==> src/rtl/pc_redirect_ctrl_pkg.sv <==
// rtl/pc_redirect_ctrl_pkg.sv - shared types and constants for the fetch PC redirect controller
package pc_redirect_ctrl_pkg;

    localparam int XLEN        = 32;
    localparam int INSN_BYTES  = 4;
    localparam int FLUSH_CNT_W = 4;

    typedef enum logic {
        RUN   = 1'b0,
        FLUSH = 1'b1
    } state_t;

endpackage

==> src/rtl/pc_redirect_ctrl_flush_timer.sv <==
// rtl/pc_redirect_ctrl_flush_timer.sv - loadable down-counter that times the front-end flush window
module pc_redirect_ctrl_flush_timer
    import pc_redirect_ctrl_pkg::*;
(
    input  logic                   clk,
    input  logic                   rst_n,
    input  logic                   load,
    input  logic [FLUSH_CNT_W-1:0] load_val,
    input  logic                   dec,
    output logic                   zero
);

    logic [FLUSH_CNT_W-1:0] cnt_q;

    always_ff @(posedge clk or negedge rst_n) begin
        if (!rst_n) begin
            cnt_q <= '0;
        end else if (load) begin
            cnt_q <= load_val;
        end else if (dec && (cnt_q != '0)) begin
            cnt_q <= cnt_q - 1'b1;
        end
    end

    assign zero = (cnt_q == '0);

endmodule

==> src/rtl/pc_redirect_ctrl.sv <==
// rtl/pc_redirect_ctrl.sv - owns the fetch PC; applies execute-stage redirects with a timed flush
module pc_redirect_ctrl
    import pc_redirect_ctrl_pkg::*;
#(
    parameter int                  X_LENGTH     = XLEN,
    parameter logic [X_LENGTH-1:0] RESET_PC     = '0,
    parameter logic [X_LENGTH-1:0] TRAP_VECTOR  = X_LENGTH'(32'h0000_0100),
    parameter int                  FLUSH_CYCLES = 2
) (
    input  logic                clk,
    input  logic                rst_n,
    input  logic                stall,
    output logic                fetch_valid,
    input  logic                fetch_ready,
    output logic [X_LENGTH-1:0] fetch_pc,
    input  logic                ex_valid,
    input  logic                ex_branch,
    input  logic [X_LENGTH-1:0] ex_pc,
    input  logic [X_LENGTH-1:0] ex_pc_next,
    output logic                flush,
    output logic                redirect,
    output logic                exc_misaligned,
    output logic [X_LENGTH-1:0] exc_pc,
    output logic [31:0]         taken_count
);

    localparam logic [X_LENGTH-1:0]    PC_STEP    = X_LENGTH'(INSN_BYTES);
    localparam logic [FLUSH_CNT_W-1:0] FLUSH_LOAD = FLUSH_CNT_W'(FLUSH_CYCLES - 1);

    state_t              state_q, state_d;
    logic [X_LENGTH-1:0] fetch_pc_q, fetch_pc_d;
    logic                flush_q, redirect_q, exc_q;
    logic [X_LENGTH-1:0] exc_pc_q;
    logic [31:0]         taken_count_q;

    logic take, misaligned, timer_load, timer_dec, timer_zero;

    assign fetch_valid = (state_q == RUN) && !stall;

    // Static not-taken: only a target other than the sequential PC is a redirect.
    assign take       = (state_q == RUN) && ex_valid && ex_branch &&
                        (ex_pc_next != (ex_pc + PC_STEP));
    assign misaligned = (ex_pc_next[1:0] != 2'b00);

    pc_redirect_ctrl_flush_timer u_flush_timer (
        .clk      (clk),
        .rst_n    (rst_n),
        .load     (timer_load),
        .load_val (FLUSH_LOAD),
        .dec      (timer_dec),
        .zero     (timer_zero)
    );

    always_comb begin
        state_d    = state_q;
        fetch_pc_d = fetch_pc_q;
        timer_load = 1'b0;
        timer_dec  = 1'b0;
        case (state_q)
            RUN: begin
                // A redirect wins over a same-cycle fetch transfer.
                if (take) begin
                    state_d    = FLUSH;
                    timer_load = 1'b1;
                    fetch_pc_d = misaligned ? TRAP_VECTOR : ex_pc_next;
                end else if (fetch_valid && fetch_ready) begin
                    fetch_pc_d = fetch_pc_q + PC_STEP;
                end
            end
            FLUSH: begin
                timer_dec = 1'b1;
                if (timer_zero) begin
                    state_d = RUN;
                end
            end
            default: state_d = RUN;
        endcase
    end

    always_ff @(posedge clk or negedge rst_n) begin
        if (!rst_n) begin
            state_q       <= RUN;
            fetch_pc_q    <= RESET_PC;
            flush_q       <= 1'b0;
            redirect_q    <= 1'b0;
            exc_q         <= 1'b0;
            exc_pc_q      <= '0;
            taken_count_q <= '0;
        end else begin
            state_q    <= state_d;
            fetch_pc_q <= fetch_pc_d;
            flush_q    <= (state_d == FLUSH);
            redirect_q <= take;
            exc_q      <= take && misaligned;
            if (take && misaligned) begin
                exc_pc_q <= ex_pc;
            end
            if (take) begin
                taken_count_q <= taken_count_q + 32'd1;
            end
        end
    end

    assign fetch_pc       = fetch_pc_q;
    assign flush          = flush_q;
    assign redirect       = redirect_q;
    assign exc_misaligned = exc_q;
    assign exc_pc         = exc_pc_q;
    assign taken_count    = taken_count_q;

endmodule

==> config.mk <==
export PLATFORM = sky130hd
export DESIGN_NAME = pc_redirect_ctrl
export DESIGN_NICKNAME = d
export VERILOG_FILES = /design/src/rtl/pc_redirect_ctrl_pkg.sv /design/src/rtl/pc_redirect_ctrl_flush_timer.sv /design/src/rtl/pc_redirect_ctrl.sv
export SDC_FILE = /design/constraint.sdc
export NUM_CORES = 1
export LEC_CHECK = 0
export ABC_AREA = 0
export CORE_MARGIN = 2
export CORE_UTILIZATION = 40
export CTS_CLUSTER_SIZE = 16
export DETAILED_ROUTE_END_ITERATION = 7
export PLACE_DENSITY = 0.69
export RECOVER_POWER = 100
export SETUP_SLACK_MARGIN = 0.4
export SYNTH_ARGS = -nofsm -noshare
export SYNTH_HDL_FRONTEND = slang
export SYNTH_HIERARCHICAL = 1
export SYNTH_SLANG_ARGS = --single-unit
==> constraint.sdc <==
create_clock -name clk -period 6 [get_ports clk]
set_input_delay 1.2 -clock clk [delete_from_list [all_inputs] [get_ports clk]]
set_output_delay 1.2 -clock clk [all_outputs]
set_load 0.05 [all_outputs]
==> flow_summary.yaml <==
drt:
  totalWireLength_um: 16900
  via_per_inst: 5.42
  dr_total_vias: 5132
  wl_per_cell_um: 17.9
  drtAntennaViolNets: 0
  drtIter0Drc: 511
  drc: 0
  first_pass_iters: 4
critical_path:
  cp_top_family: "simple AND/OR/NAND/NOR gates"
  cp-start-kind: "primary input"
  path_cells: "dlygate4sd3_1 -> ha_1 -> nand3_2 -> nor4_2 -> nand3_1 -> a221o_1 -> or4_1 -> nor4b_4 -> nor4_1 -> clkbuf_2 -> mux2_1"
  path_depth: 11
  cpMaxStageDelayCell: "dlygate4sd3_1"
  crit_required_ns: 6.23
  crit_type: "primary input to register"
  slowest_delay_ns: 0.63
  arrival_ns: 5.59
  crit_path_end_kind: "register"
  critPathBufInv: 2
  critPathMaxFanout: 33
  reg2reg_depth: 8
logic_synthesis:
  synth_xor_area_frac: 0.148
  synth_fa_ha_area_frac: 0.00832
  synth_compound_area_frac: 0.0399
  yosys.area.top_type_share: 0.428
  synth_seq_cells: 103
  syn_inst: 601
  ys_seq_area_frac: 0.428
  synth_top_family_by_area: "simple AND/OR/NAND/NOR gates"
  synth_ff_type: "dfrtp_1"
  synthMuxAreaShare: 0.127
  synth_edf_count: 0
  avgSynthCellArea_um2: 10.0
  synth-async-reset-ratio: 1.00
  synth.distinct_cells: 59
  synthesis.area_um2: 6020
  synth_simple_gate_area_share: 0.217
  yosys_warnings: 6
  synth_top_area_cell: "dfrtp_1"
  synth_area_leaders: "dfrtp_1 (43%), xor2_1 (8.6%), mux2i_1 (6.3%)"
sta:
  fmax_mhz: 186
  fin_crit_ns: 5.36
  finalHoldViolCount: 0
  slew_violations: 106
  rsz0062_at_grt: "no"
  worstMarginPinSlew_ns: 1.85
  fin_skew_ns: 0.00781
  slew_headroom: -0.230
  min_period_over_period: 0.894
  timing.setup.tns_ns: 0
  setup_viol: 0
clock_tree:
  cts_resized: 0
  h-tree-depth: 3
  ctsHoldBuffers: 0
  clock-sinks: 103
  numCtsBuffers: 9
  insertion_delay_ns: 0.35
  post_cts_buffers: 0
  cts_tree: "done"
  root_buffer: "clkbuf_16"
  clockBufferDepth: 2
  clk_pin_slew_ns: 0.07
pwr:
  p_leak_nw: 3.55
  ir_drop_uv: 283
  pwr_density_cell_nw_per_um2: 394
  finalPower_mw: 3.19
grt:
  grt_pass1_wl_um: 27500
  grt_max_degree: 73
  grt_pass1_vias: 5392
  overflow: 0
  grt_antenna_before_repair: 1
  track_usage: 0.213
cells_and_area:
  final_nets: 834
  syn_to_final_growth_pct: 34.7
  final_common_cell: "dfrtp_1"
  final_cell_mix: "dfrtp_1 (103), dlygate4sd3_1 (102), nand2_1 (74)"
  antenna_cells: 0
  drive_above_1_share: 0.0367
floorplan:
  die_w_um: 127
  io_pins: 170
  die-area_um2: 16000
  dieHeight_um: 127
  core-area_um2: 14600
  rows: 44
  start_util: 0.411
worst_hold_path:
  hold_depth: 1
  hold_path_class: "register to register"
placement:
  dp_hpwl_um: 12500
  port-buffer-count: 169
  place.gp.congestion: 0.966
flow_run:
  cap_violations: 2
run_status:
  outcome: "complete, but fails checks"
  violations: "max-capacitance violations, max-slew violations"
cell families (layout without fill, tap and decap cells):
kind of cell,count (synthesis),after routing
adders and majority gates,4,4
buffers and inverters,40,200
other,2,4
and+or+nand+nor,243,243
muxes,72,72
AOI/OAI and AO/OA,35,35
xor gates and xnor gates,102,102
DFF,103,103
worst reg2reg max path, cell delays in order, from the launching register on:
cell	delay, ns
dfrtp_1	0.43
and3_1	0.22
and3_1	0.26
nand3_1	0.15
nor2_1	0.15
nand4_1	0.58
or3_1	0.61
nor3_1	0.24
xor2_1	0.17
worst paths after layout:
path | startpoint | to | slack (ns)
max | ex_pc[2] | exc_pc[3] | 0.64
min | taken_count[31] | taken_count[31] | 0.48
max reg2reg | taken_count[4] | taken_count[31] | 3.09
min reg2reg | taken_count[31] | taken_count[31] | 0.48
max in group asynchronous | rst_n | exc_pc[8] | 2.09
min in group asynchronous | rst_n | taken_count[7] | 1.30
synthesized netlist by cell type (all sizes together), types with 4 or more instances:
| cell | n |
|---|---|
| buf | 15 |
| or4 | 4 |
| nor4 | 17 |
| a31oi | 4 |
| mux2 | 34 |
| ha | 4 |
| nor4b | 8 |
| nand2 | 74 |
| xor2 | 59 |
| inv | 12 |
| nor2b | 4 |
| xnor2 | 43 |
| and3 | 24 |
| o21ai | 6 |
| clkbuf | 13 |
| nand4 | 13 |
| a21oi | 6 |
| nor2 | 30 |
| dfrtp | 103 |
| nor3 | 24 |
| nand3 | 27 |
| mux2i | 38 |
per-layer routing:
| metal | track usage | vias to the layer above | wire length (um) |
|---|---|---|---|
| li1 | - | 2415 | - |
| met1 | 0.283 | 2534 | 7430 |
| met2 | 0.355 | 155 | 8270 |
| met3 | 0.0312 | 26 | 842 |
| met4 | 0.0795 | 2 | 342 |
| met5 | 0 | - | 12 |
metrics by stage:
stage / cells / hold WS, ns / instance area [um2] / worst slack (ns) / util
floorplan: 603 / 0.585 / 6030 / 1.47 / -
global placement: 933 / 0.461 / 7860 / 0.709 / 0.536
detailed placement: 933 / 0.473 / 7860 / 0.568 / 0.536
CTS: 947 / 0.481 / 8140 / 0.901 / 0.556
global route: 947 / 0.497 / 8110 / 0.299 / 0.553
finish: 947 / 0.475 / 8110 / 0.635 / 0.553
flip-flops by register name (all words and copies together), names as in the netlist:
name	count
taken_count	32
exc_misaligned	1
fetch_pc	32
u_flush_timer/cnt_q	4
exc_pc	32
redirect	1
flush	1
cell type report:
cell class,instances,area [um2]
Timing Repair Buffer,174,1720
Sequential cell,103,2580
Fill cell,1281,6540
Clock buffer,10,239
Inverter,12,45.0
Multi-Input combinational cell,460,3250
Clock inverter,4,47.5
Tap cell,184,230
power by group:
group | total (mW) | leakage [nW] | internal [mW] | switching, mW
registers | 1.09 | 1.32 | 0.899 | 0.192
logic | 1.51 | 2.09 | 0.501 | 1.01
clock network | 0.590 | 0.140 | 0.329 | 0.261
total | 3.19 | 3.55 | 1.73 | 1.46
Power figures use the tool's default switching activity.
